### config.mk
export PLATFORM = sky130hd
export DESIGN_NAME = alu_cmd_sequencer
export DESIGN_NICKNAME = d
export VERILOG_FILES = /design/src/rtl/alu_cmd_sequencer.sv
export SDC_FILE = /design/constraint.sdc
export NUM_CORES = 1
export LEC_CHECK = 0
export BUFFER_PORTS_ARGS = -buffer_cell sky130_fd_sc_hd__buf_4
export CAP_MARGIN = 10
export CORE_ASPECT_RATIO = 1.1
export CORE_MARGIN = 3
export CORE_UTILIZATION = 45
export CTS_BUF_LIST = sky130_fd_sc_hd__clkbuf_16
export CTS_CLUSTER_DIAMETER = 40
export DETAILED_ROUTE_END_ITERATION = 6
export PLACE_DENSITY_LB_ADDON = 0.12
export RECOVER_POWER = 50
export SETUP_SLACK_MARGIN = 0.05
export SLEW_MARGIN = 10
export SYNTH_ARGS = -nofsm -noshare
export SYNTH_HDL_FRONTEND = slang
export SYNTH_SLANG_ARGS = --single-unit
### constraint.sdc
create_clock -name clk -period 6.05 [get_ports clk]
set_input_delay 0.3025 -clock clk [delete_from_list [all_inputs] [get_ports clk]]
set_output_delay 0.3025 -clock clk [all_outputs]
set_load 0.05 [all_outputs]
### src/rtl/alu_cmd_sequencer.sv
// ---------------------------------------------------------------------------
// alu_cmd_sequencer
//   Buffers ALU commands in a small FIFO and feeds them one at a time to an
//   external combinational 4-bit ALU. Each command spends one cycle in ISSUE,
//   where the ALU response is captured. It then waits in HOLD until the
//   downstream consumer takes the response.
//
// Parameters
//   DEPTH       command FIFO entries (power of two, 2..16)
//
// Ports
//   clk, rst_n          clock, asynchronous active-low reset
//   in_valid/in_ready   command handshake (in_ready = FIFO not full)
//   in_op, in_a, in_b   opcode (000 add, 001 sub, 010 and, 011 or, 100 xor)
//                       and operands
//   alu_a/alu_b/alu_op  registered operands/opcode driven to the ALU
//   alu_result, alu_cout, alu_zero   combinational ALU response
//   out_valid/out_ready response handshake
//   out_result, out_cout, out_zero   captured response
//   count               commands currently held in the FIFO
//   err_op              sticky illegal-opcode flag
//
// Build option
//   ALU_OPCHECK_EN  when defined, opcodes 101..111 bypass the ALU.
//                   They produce result 0, cout 0 and zero 1, and they set
//                   err_op until reset. When undefined, every opcode goes to
//                   the ALU unchanged and err_op is tied low.
// ---------------------------------------------------------------------------
module alu_cmd_sequencer #(
   parameter int DEPTH = 4
) (
   input  logic                     clk,
   input  logic                     rst_n,
   input  logic                     in_valid,
   output logic                     in_ready,
   input  logic [2:0]               in_op,
   input  logic [3:0]               in_a,
   input  logic [3:0]               in_b,
   output logic [3:0]               alu_a,
   output logic [3:0]               alu_b,
   output logic [2:0]               alu_op,
   input  logic [3:0]               alu_result,
   input  logic                     alu_cout,
   input  logic                     alu_zero,
   output logic                     out_valid,
   input  logic                     out_ready,
   output logic [3:0]               out_result,
   output logic                     out_cout,
   output logic                     out_zero,
   output logic [$clog2(DEPTH):0]   count,
   output logic                     err_op
);

   localparam int DATA_W = 4;
   localparam int OP_W   = 3;
   localparam int PW     = $clog2(DEPTH);
   localparam int CW     = PW + 1;
   localparam int ENT_W  = OP_W + 2 * DATA_W;
   localparam logic [CW-1:0] FULL_CNT = CW'(DEPTH);

   typedef enum logic [1:0] {IDLE, ISSUE, HOLD} state_t;

   state_t              state_q, state_d;
   logic [ENT_W-1:0]    mem [DEPTH];
   logic [PW-1:0]       wr_ptr, rd_ptr;
   logic [CW-1:0]       count_q;
   logic                push, pop, capture, handshake, fifo_empty;
   logic [OP_W-1:0]     head_op;
   logic [DATA_W-1:0]   head_a, head_b;
   logic [DATA_W-1:0]   cap_result;
   logic                cap_cout, cap_zero;

   assign fifo_empty = (count_q == '0);
   // Fullness alone gates acceptance; a same-cycle pop does not free a slot.
   assign in_ready   = (count_q != FULL_CNT);
   assign push       = in_valid && in_ready;
   assign handshake  = out_valid && out_ready;
   assign count      = count_q;
   assign {head_op, head_a, head_b} = mem[rd_ptr];

   // ---- FIFO storage: data only, not cleared by reset ----
   always_ff @(posedge clk) begin
      if (push) begin
         mem[wr_ptr] <= {in_op, in_a, in_b};
      end
   end

   // ---- Sequencer next-state / control ----
   always_comb begin
      state_d = state_q;
      pop     = 1'b0;
      capture = 1'b0;
      case (state_q)
         IDLE: begin
            if (!fifo_empty) begin
               pop     = 1'b1;
               state_d = ISSUE;
            end
         end
         ISSUE: begin
            capture = 1'b1;
            state_d = HOLD;
         end
         HOLD: begin
            if (handshake) begin
               if (!fifo_empty) begin
                  pop     = 1'b1;
                  state_d = ISSUE;
               end else begin
                  state_d = IDLE;
               end
            end
         end
         default: state_d = IDLE;
      endcase
   end

`ifdef ALU_OPCHECK_EN
   logic op_bad_q;
   logic err_op_q;

   // Legality of the command now sitting in the alu_* registers.
   always_ff @(posedge clk or negedge rst_n) begin
      if (!rst_n) begin
         op_bad_q <= 1'b0;
         err_op_q <= 1'b0;
      end else begin
         if (pop) begin
            op_bad_q <= (head_op > 3'd4);
         end
         if (capture && op_bad_q) begin
            err_op_q <= 1'b1;
         end
      end
   end

   assign cap_result = op_bad_q ? '0 : alu_result;
   assign cap_cout   = op_bad_q ? 1'b0 : alu_cout;
   assign cap_zero   = op_bad_q ? 1'b1 : alu_zero;
   assign err_op     = err_op_q;
`else
   assign cap_result = alu_result;
   assign cap_cout   = alu_cout;
   assign cap_zero   = alu_zero;
   assign err_op     = 1'b0;
`endif

   // ---- State, pointers, ALU operand and response registers ----
   always_ff @(posedge clk or negedge rst_n) begin
      if (!rst_n) begin
         state_q    <= IDLE;
         wr_ptr     <= '0;
         rd_ptr     <= '0;
         count_q    <= '0;
         alu_a      <= '0;
         alu_b      <= '0;
         alu_op     <= '0;
         out_valid  <= 1'b0;
         out_result <= '0;
         out_cout   <= 1'b0;
         out_zero   <= 1'b0;
      end else begin
         state_q <= state_d;

         if (push) begin
            wr_ptr <= wr_ptr + PW'(1);
         end
         if (pop) begin
            rd_ptr <= rd_ptr + PW'(1);
            alu_a  <= head_a;
            alu_b  <= head_b;
            alu_op <= head_op;
         end
         case ({push, pop})
            2'b10:   count_q <= count_q + CW'(1);
            2'b01:   count_q <= count_q - CW'(1);
            default: count_q <= count_q;
         endcase

         if (capture) begin
            out_valid  <= 1'b1;
            out_result <= cap_result;
            out_cout   <= cap_cout;
            out_zero   <= cap_zero;
         end else if (handshake) begin
            out_valid  <= 1'b0;
         end
      end
   end

endmodule
==> results of run 1 <==
[final cells by class]
class,count,area [um2],share of cell area (%)
sequential,71,2000,58.4
tap,77,96.3,2.82
clock buffer,10,250,7.32
clock inverter,6,58.8,1.72
multi-input combinational,72,728,21.3
timing repair buffer,43,273,7.98
inverter,4,15.0,0.439
[stage by stage]
stage | cells | cell area, um2 | total power (W)
final | 283 | 3420 | 0.00215
after CTS | 283 | 3470 | 0.00219
after global routing | 283 | 3420 | 0.00227
after detailed placement | 266 | 3150 | 0.00165
after global placement | 266 | 3150 | 0.00161
after floorplan | 152 | 2780 | 0.00141
[routing by layer]
metal	global-route usage, %	up-vias	wire (um)
li1	-	660	-
met1	18.6	725	2060
met2	27.1	44	2560
met3	4.89	13	267
met4	8.45	0	126
met5	0	-	0
[critical path, delay by kind of cell, from the launching register on]
family / cells / cell delay, ns
AND/OR/NAND/NOR: 1 / 0.93
adder cells (fa/ha/maj): 2 / 0.82
multiplexers: 1 / 0.27
AO/OA/AOI/OAI: 1 / 0.19
flip-flops: 1 / 0.38
[registers in the layout, indices dropped and copies added (netlist names)]
signal / count
alu_a: 4
alu_b: 4
alu_op: 3
count: 3
mem: 44
out_cout: 1
out_result: 4
out_valid: 1
out_zero: 1
rd_ptr: 2
state_q: 2
wr_ptr: 2
[layout by cell type (no fill, tap or decap), drive strengths merged, types with 2 or more instances in the layout]
cell type and count:
mux4 11, nand2b 2, mux2 13, xor2 3
xnor2 3, ha 5, nand2 19, and3 4
edfxtp 44, dfrtp 27, clkbuf 24, nor3 3
buf 28, clkinv 3, inv 6
[final timing paths]
path / end / depth (start not counted) / startpoint
min in group asynchronous: alu_a[3]$_DFFE_PN0P_ / 2 / rst_n
setup reg to reg: count[1]$_DFFE_PN0P_ / 5 / state_q[1]$_DFFE_PN0P_
hold / removal: out_result[3]$_DFFE_PN0P_ / 3 / alu_result[3]
hold reg to reg: out_cout$_DFFE_PN0P_ / 2 / out_cout$_DFFE_PN0P_
setup / recovery: count[1]$_DFFE_PN0P_ / 5 / state_q[1]$_DFFE_PN0P_
max in group asynchronous: alu_op[1]$_DFFE_PN0P_ / 2 / rst_n
[kinds of logic (layout without fill, tap and decap cells)]
group	Yosys count	after routing	share of synthesized area (%)
simple gates	33	33	6.04
buf+inv	9	63	1.89
fa+ha+maj	6	6	2.97
other cells	1	1	0.135
xor+xnor	6	6	1.89
flops	71	71	71.9
compound gates	2	2	0.450
mux	24	24	14.7
[power by group]
part / switching, W / total [W] / internal (W)
combinational: 0.000490 / 0.000818 / 0.000328
sequential: 0.000119 / 0.000800 / 0.000682
clock: 0.000192 / 0.000534 / 0.000342
total: 0.000800 / 0.00215 / 0.00135
==> metrics.cfg, run 1 <==
[power]
vdd_drop_max_uv=275
p_leak_nw=1.37
cellPowerDensity_nw_per_um2=629

[drt]
ant_nets=0
wirelength_um=5010
vias=1442
drt_iter0_drc=39
drc=0
routed_via_density=5.10
routedWlPerCell_um=17.7
firstDrtPassIters=5

[synth]
netlist_instances=152
async_flop_share_pct=38.0
synth_commonest_cells=edfxtp_1, dfrtp_1, nand2_1
synthTopCellsByArea=edfxtp_1, dfrtp_1, mux4_2
syn-num-nets=179
syn_area_per_cell_um2=18.3
yosys.cell_types.count=27
ys_ff_latch=71
synth_ff_type=edfxtp_1
ys.warnings.count=0
syn_area_um2=2780
netlist.top_cell.by_area=edfxtp_1
ys_seq_area_share_pct=71.9
synth_edf_count=44
yosysTopAreaCellShare_pct=47.6
yosysMostFrequentCell=edfxtp_1

[cts]
clockBufferDepth=2
path_clk_slew_ns=0.06
clockRootBuffer=clkbuf_16
holdBufCountCts=1
htreeDepth=3
cts-buffers-inserted=9
post_cts_buffers=0
cts_tree=yes
cts_resized=0
clock_latency_ns=0.33
cts_num_sinks=71

[die]
ios=44
dieArea_um2=7150
core_area_um2=5880
rows=29
chipHeight_um=88.4
start_util_pct=47.3
die_w_um=80.9

[sta]
worst_slew_pin_slew_ns=1.47
fmax_mhz=370
relSlewSlack_pct=2.11
rsz0062_at_grt=no
timing.setup.tns_ns=0
fin_crit_ns=2.70
maxSlewViolCount=0
fin_skew_ns=0.00918
whs_ns=0.163
final.period_utilization_pct=44.7
fin_ws_ns=3.35
hold_violations=0
setup_viol=0

[worst_setup_path]
end_kind=flip-flop
cp_max_fo=13
path_class=flip-flop to flip-flop
slowest_delay_ns=0.93
cp_data_arrival_time_ns=2.92
cp.required_ns=6.26
slowest_stage=nor3_2
rrSetupSlack_ns=3.35
crit_path_cell_trace=a21boi_0, nor3_2, ha_1, fa_1, mux2_2
start_kind=flip-flop

[hold_path]
hp-class=input port to flip-flop

[placed_design]
numPortBuffers=42
place_ws_ns=3.38
dp_hpwl_um=3260
gp_congestion=0.647

[global_routing]
grt_first_pass_wirelength_um=8110
grt_max_degree=28
antenna_found_initial=0
gr-usage-all-layers_pct=16.1
overflow=0
grt_pass1_vias=1619

[flow_run]
cap_viol_max_count=0

[run_status]
run_status=complete, no violations

[cells_and_area]
diodes=0
n_fill_cell=475
fin_util_pct=58.2
drive_gt1_share_pct=32.5
syn2layout_area_growth_pct=23.1
layout.nets=228

No activity file was read; power rests on OpenSTA's default activity.
==> inputs of run 2 (changes only) <==
--- a/config.mk
+++ b/config.mk
@@ -5,6 +5,7 @@
 export SDC_FILE = /design/constraint.sdc
 export NUM_CORES = 1
 export LEC_CHECK = 0
+export ABC_AREA = 1
 export BUFFER_PORTS_ARGS = -buffer_cell sky130_fd_sc_hd__buf_4
 export CAP_MARGIN = 10
 export CORE_ASPECT_RATIO = 1.1
==> constraint.sdc (replaced) <==
create_clock -name clk -period 2.25 [get_ports clk]
set_input_delay 0.1125 -clock clk [delete_from_list [all_inputs] [get_ports clk]]
set_output_delay 0.1125 -clock clk [all_outputs]
set_load 0.05 [all_outputs]
==> run 2 against run 1 <==
  * Setup slack worse by 3.0 ns
  * Via count up 44%
  * Clock power rose to 2.7 times the previous value
  * Worst hold slack worse by 0.15 ns
  * Global-route usage up 1.1 points
  * Sequential power rose to 2.6 times the previous value
  * Combinational power rose to 3.2 times the previous value
  * Synthesized cell count up 100%
  * First-iteration DRC count rose to 3.2 times the previous value
  * Largest cell class unchanged
==> metrics.cfg, run 2 <==
[run_status]
run_status=complete, no violations

[drt]
highest_layer=met4
ant_nets=0  ; unchanged
wirelength_um=6070  ; +21%
met1_length_um=2630  ; +28%
vias=2083  ; +44%
firstDrtPassIters=4  ; -1
wl_met2_um=3110  ; +22%
route.met3.wl_um=254  ; -4.9%
drc=0  ; unchanged
drt_iter0_drc=123  ; +220%
routedWlPerCell_um=13.3  ; -25%
routed_via_density=4.58  ; -10%

[synth]
ys.warnings.count=0  ; unchanged
yosys.cell_types.count=24  ; -11%
syn_area_um2=3090  ; +11%
synthTopCellsByArea=edfxtp_1, dfrtp_1, nand2_1
yosysTopAreaCellShare_pct=42.7  ; -4.9 points
netlist.top_cell.by_area=edfxtp_1
async_flop_share_pct=38.0  ; unchanged
netlist_instances=305  ; +100%
syn_area_per_cell_um2=10.1  ; -44%
synth_commonest_cells=nand2_1, inv_1, edfxtp_1
synth_edf_count=44  ; unchanged
ys_seq_area_share_pct=64.5  ; -7.4 points
synth_ff_type=edfxtp_1
syn-num-nets=332  ; +85%
ys_ff_latch=71  ; unchanged
yosysMostFrequentCell=nand2_1

[placed_design]
numPortBuffers=42  ; unchanged
place_area_um2=3500  ; +11%
gp_congestion=0.756  ; +17%
dp_hpwl_um=3650  ; +12%
placed_cells=427  ; +61%

[global_routing]
gr-usage-all-layers_pct=17.2  ; +1.1 points
overflow=0  ; unchanged
grt_pass1_vias=2075  ; +28%
antenna_found_initial=0  ; unchanged
grt_max_degree=28  ; unchanged
grt_first_pass_wirelength_um=10200  ; +26%

[cts]
cts_tree=yes
clock_latency_ns=0.32  ; about the same
path_clk_slew_ns=0.06  ; about the same
clockBufferDepth=2  ; unchanged
post_cts_buffers=0  ; unchanged
cts-buffers-inserted=9  ; unchanged
holdBufCountCts=12  ; +11
htreeDepth=3  ; unchanged
clockRootBuffer=clkbuf_16
cts_num_sinks=71  ; unchanged
cts_resized=0  ; unchanged

[worst_setup_path]
end_kind=flip-flop
cp_data_arrival_time_ns=2.18  ; -0.74 ns
start_kind=flip-flop
crit_path_cell_trace=nor2_4, nand2_2, nand3_4, inv_2, ha_1, fa_1, or2_2, nand2_1, xor2_1
crit_family=simple AND/OR/NAND/NOR gates
rr_startpoint=count[1]$_DFFE_PN0P_
slowest_stage=dfrtp_2
cp.required_ns=2.49  ; -3.77 ns
path_class=flip-flop to flip-flop
reg2regPathDepth=9  ; +4
slowest_delay_ns=0.44  ; -0.49 ns
cp_num_buf_inv=1  ; +1
rrSetupSlack_ns=0.31  ; -3.04 ns
crit-reg2reg-capture=count[2]$_DFFE_PN0P_
cp_max_fo=4  ; -9

[cells_and_area]
layout_commonest_cell=nand2_1
drive_gt1_share_pct=15.5  ; -17 points
layout.nets=395  ; +73%
largest_reg_flops=44  ; unchanged
regMostFlops=mem
n_fill_cell=584  ; +23%
final-instance-count-excl-fill=455  ; +61%
final_cell_mix=nand2_1, inv_1, edfxtp_1
fin_area_um2=3850  ; +13%
syn2layout_area_growth_pct=24.3
diodes=0  ; unchanged

[sta]
fin_skew_ns=0.00494  ; -0.00425 ns
maxSlewViolCount=0  ; unchanged
final.period_utilization_pct=86.3  ; +42 points
setup_viol=0  ; unchanged
hold_violations=0  ; unchanged
fmax_mhz=515  ; +39%
timing.setup.tns_ns=0  ; unchanged
fin_crit_ns=1.94  ; -0.760 ns
relSlewSlack_pct=59.5  ; +57 points
rsz0062_at_grt=no
worst_slew_pin_slew_ns=0.610  ; -0.858 ns

[power]
finalPower_w=0.00610  ; +180%
vdd_drop_max_uv=1020  ; +270%
p_leak_nw=1.86  ; +35%
cellPowerDensity_nw_per_um2=1580  ; +150%

[die]
core_area_um2=6630  ; +13%
ios=44  ; unchanged
chipHeight_um=93.0  ; +5.2%
die_w_um=85.1  ; +5.1%
rows=31  ; +6.9%
start_util_pct=46.7  ; -0.60 points
dieArea_um2=7910  ; +11%

[hold_path]
hold_start=out_ready
holdPathEnd=out_valid$_DFFE_PN0P_
hold_depth=2  ; -1
hp-class=input port to flip-flop

[flow_run]
cap_viol_max_count=0  ; unchanged

-- run 2: cell types whose count changed after synthesis, moves of 4 or more --
cell     previous run  this run
nand2_1            19       109
buf_6               2         6
inv_1               4        55
and3_1              4         0
mux2_2             12         1
nand3_1             0        29
mux4_2              8         0
-- run 2: report_power, final --
part | switching, W | internal (W) | leakage, nW
sequential | 0.000225 | 0.00183 | 0.729
clock | 0.000501 | 0.000961 | 0.153
combinational | 0.00182 | 0.000764 | 0.975
-- run 2: how the worst max path moves through the flow --
stage | from | endpoint | slack, ns | cells past startpoint
after floorplan | out_valid$_DFFE_PN0P_ | count[2]$_DFFE_PN0P_ | 0.06 | 10
after global placement | count[1]$_DFFE_PN0P_ | count[2]$_DFFE_PN0P_ | 0.32 | 9
after detailed placement | count[1]$_DFFE_PN0P_ | count[2]$_DFFE_PN0P_ | 0.30 | 9
after CTS | count[1]$_DFFE_PN0P_ | count[2]$_DFFE_PN0P_ | 0.30 | 9
after global routing | count[1]$_DFFE_PN0P_ | count[2]$_DFFE_PN0P_ | 0.17 | 9
final | count[1]$_DFFE_PN0P_ | count[2]$_DFFE_PN0P_ | 0.31 | 9
-- run 2: through the flow --
step	worst slack [ns]	hold slack [ns]	util [%]
floorplan	0.0579	-0.183	-
global placement	0.324	0.0645	52.7
detailed placement	0.304	0.0672	52.7
CTS	0.296	0.00603	59.3
global route	0.167	0.0175	58.0
finish	0.309	0.00877	58.0
-- run 2: layout make-up --
| type | instances | area (um2) | area share [%] |
|---|---|---|---|
| Timing Repair Buffer | 63 | 420 | 10.9 |
| Tap cell | 82 | 103 | 2.67 |
| Clock inverter | 7 | 88.8 | 2.31 |
| Multi-Input combinational cell | 165 | 790 | 20.5 |
| Sequential cell | 71 | 2000 | 52.0 |
| Inverter | 58 | 220 | 5.72 |
| Clock buffer | 9 | 225 | 5.85 |
-- run 2: cells by family after synthesis --
| family | Yosys count | share of synthesized area (%) |
|---|---|---|
| adders and majority gates | 6 | 2.67 |
| DFF | 71 | 64.5 |
| other | 1 | 0.121 |
| muxes | 1 | 0.364 |
| AOI/OAI and AO/OA | 4 | 0.647 |
| buffers and inverters | 69 | 10.4 |
| xor gates and xnor gates | 4 | 1.13 |
| and+or+nand+nor | 149 | 20.2 |
-- run 2: per-layer routing --
metal  vias up  global-route usage [%]
li1       1075                       -
met1       959                    20.6
met2        43                    29.1
met3         6                    3.52
met4         0                    8.97
met5         -                       0
==> inputs of run 3 (changes only) <==
--- a/config.mk
+++ b/config.mk
@@ -5,7 +5,6 @@
 export SDC_FILE = /design/constraint.sdc
 export NUM_CORES = 1
 export LEC_CHECK = 0
-export ABC_AREA = 1
 export BUFFER_PORTS_ARGS = -buffer_cell sky130_fd_sc_hd__buf_4
 export CAP_MARGIN = 10
 export CORE_ASPECT_RATIO = 1.1
==> run 3 against run 2 <==
  * Clock skew increased by 0.0012 ns
  * Largest cell class unchanged
  * Worst hold slack better by 0.16 ns
  * The run now ends with max-capacitance violations, max-slew violations left
  * Cell count fell by 33%
  * First-iteration DRC count fell by 52%
  * Clock power down 16%
  * Global-route usage fell by 1.6 points
  * Sequential share of layout area is 3.9 points higher
  * Utilization increased by 2.9 points
  * Cell area fell by 7.0%
==> metrics.cfg, run 3 (synthesized netlist as in run 1, its figures left out) <==
[run_status]
run_status=complete, but fails checks
violations=max-capacitance violations, max-slew violations

[cts]
cts-buffers-inserted=9  ; unchanged
clockBufferDepth=2  ; unchanged
htreeDepth=3  ; unchanged
cts_num_sinks=71  ; unchanged
clockRootBuffer=clkbuf_16
post_cts_buffers=0  ; unchanged
path_clk_slew_ns=0.06  ; about the same
cts_tree=yes
clock_latency_ns=0.32  ; about the same

[die]
start_util_pct=47.3  ; +0.60 points
die_w_um=80.9  ; -4.9%
rows=29  ; -6.5%
ios=44  ; unchanged
dieArea_um2=7150  ; -9.6%
core_area_um2=5880  ; -11%
chipHeight_um=88.4  ; -4.9%

[sta]
relSlewSlack_pct=-1.05  ; -61 points
fin_ws_ns=0.233  ; -0.0757 ns
setup_viol=0  ; unchanged
fin_crit_ns=2.02  ; +0.0757 ns
fin_skew_ns=0.00617  ; +0.00124 ns
rsz0062_at_grt=no
fmax_mhz=496  ; -3.8%
whs_ns=0.172  ; +0.163 ns
worst_slew_pin_slew_ns=1.52  ; +0.905 ns
timing.setup.tns_ns=0  ; unchanged
hold_violations=0  ; unchanged
maxSlewViolCount=28  ; +28
final.period_utilization_pct=89.7  ; +3.4 points

[worst_setup_path]
path_class=flip-flop to flip-flop
start_kind=flip-flop
slowest_stage=dfrtp_2
crit_path_cell_trace=or3b_4, and2_4, inv_2, ha_4, fa_1, mux2_2
startpoint=count[0]$_DFFE_PN0P_
rr_startpoint=count[0]$_DFFE_PN0P_
cp_data_arrival_time_ns=2.23  ; +0.05 ns
cp.required_ns=2.46  ; -0.03 ns
end_kind=flip-flop
slowest_delay_ns=0.44  ; about the same
cp_max_fo=6  ; +2

[hold_path]
hold_start=in_valid
hp-class=input port to flip-flop

[cells_and_area]
final-instance-count-excl-fill=305  ; -33%
layout.nets=250  ; -37%
diodes=0  ; unchanged
drive_gt1_share_pct=30.7  ; +15 points
largest_reg_flops=44  ; unchanged
final_cell_mix=edfxtp_1, buf_4, dfrtp_1
regMostFlops=mem
syn2layout_area_growth_pct=28.9
layout_commonest_cell=edfxtp_1

[drt]
ant_nets=0  ; unchanged
routedWlPerCell_um=16.5  ; +23%
firstDrtPassIters=4  ; unchanged
wirelength_um=5020  ; -17%
drc=0  ; unchanged
routed_via_density=4.90  ; +7.0%
drt_iter0_drc=59  ; -52%
vias=1494  ; -28%

[global_routing]
grt_first_pass_wirelength_um=7850  ; -23%
grt_max_degree=28  ; unchanged
overflow=0  ; unchanged
gr-usage-all-layers_pct=15.6  ; -1.6 points
antenna_found_initial=0  ; unchanged
grt_pass1_vias=1613  ; -22%

[power]
p_leak_nw=1.41  ; -24%
cellPowerDensity_nw_per_um2=1570  ; -0.72%
vdd_drop_max_uv=844  ; -18%

[placed_design]
placed_cells=270  ; -37%
numPortBuffers=42  ; unchanged
place_ws_ns=0.149  ; -0.154 ns
gp_congestion=0.714  ; -5.6%
dp_hpwl_um=3310  ; -9.3%

[flow_run]
cap_viol_max_count=1  ; +1

-- run 3: cell types whose count changed in the layout (fill, tap and decap cells not counted), moves of 3 or more --
cell | before | now
mux4_1 | 0 | 3
buf_4 | 29 | 24
nand3_1 | 29 | 0
nand2_1 | 108 | 19
nor2_1 | 4 | 1
dlygate4sd3_1 | 12 | 19
and3_1 | 0 | 4
mux4_2 | 0 | 8
nand2_2 | 3 | 0
inv_1 | 56 | 4
mux2_2 | 1 | 12
-- run 3: timing repair --
item | CTS | global route
gates resized for setup | 0 | 1
hold buffers | 19 | 0
hold endpoints to repair | 78 | 0
setup endpoints to repair | 0 | 1
-- run 3: worst paths after layout --
kind | endpoint | slack [ns] | depth (start not counted)
worst max-delay path | count[1]$_DFFE_PN0P_ | 0.23 | 6
worst min-delay path | wr_ptr[0]$_DFFE_PN0P_ | 0.17 | 3
worst max register to register | count[1]$_DFFE_PN0P_ | 0.23 | 6
worst min register to register | out_result[1]$_DFFE_PN0P_ | 0.48 | 2
max in group asynchronous | out_valid$_DFFE_PN0P_ | 0.56 | 2
min in group asynchronous | alu_a[2]$_DFFE_PN0P_ | 0.69 | 2
-- run 3: power breakdown --
| part | total [W] | switching (W) | internal (W) |
|---|---|---|---|
| combinational | 0.00228 | 0.00137 | 0.000902 |
| clock | 0.00123 | 0.000498 | 0.000735 |
| sequential | 0.00212 | 0.000279 | 0.00184 |
| total | 0.00563 | 0.00215 | 0.00348 |
-- run 3: layout make-up --
type | count | area (um2)
Clock buffer | 9 | 225
Clock inverter | 7 | 42.5
Fill cell | 482 | 2300
Inverter | 4 | 15.0
Multi-Input combinational cell | 72 | 746
Sequential cell | 71 | 2000
Tap cell | 77 | 96.3
Timing Repair Buffer | 65 | 453
-- run 3: worst max-delay path, delay by kind of cell, from the launching register on --
family	cells	cell delay (ns)
flops	1	0.44
buf+inv	1	0.06
fa+ha+maj	2	0.52
mux	1	0.26
simple gates	2	0.61
-- run 3: routing by layer --
layer  wire (um)  vias up  share of wire (%)  track usage, %
met1        1990      732                 40            17.4
met3         206       12                4.1            3.26
met4         125        0                2.5            9.68
met2        2700       41                 54            27.2
li1            -      709                  -               -
met5           0        -                  0               0
-- run 3: stage by stage --
step                      instance area, um2  total power (W)  util, %
after floorplan                         2800          0.00383        -
after global placement                  3200          0.00444     54.4
after detailed placement                3200          0.00453     54.4
after CTS                               3660          0.00580     62.2
after global routing                    3580          0.00594     60.9
final                                   3580          0.00563     60.9
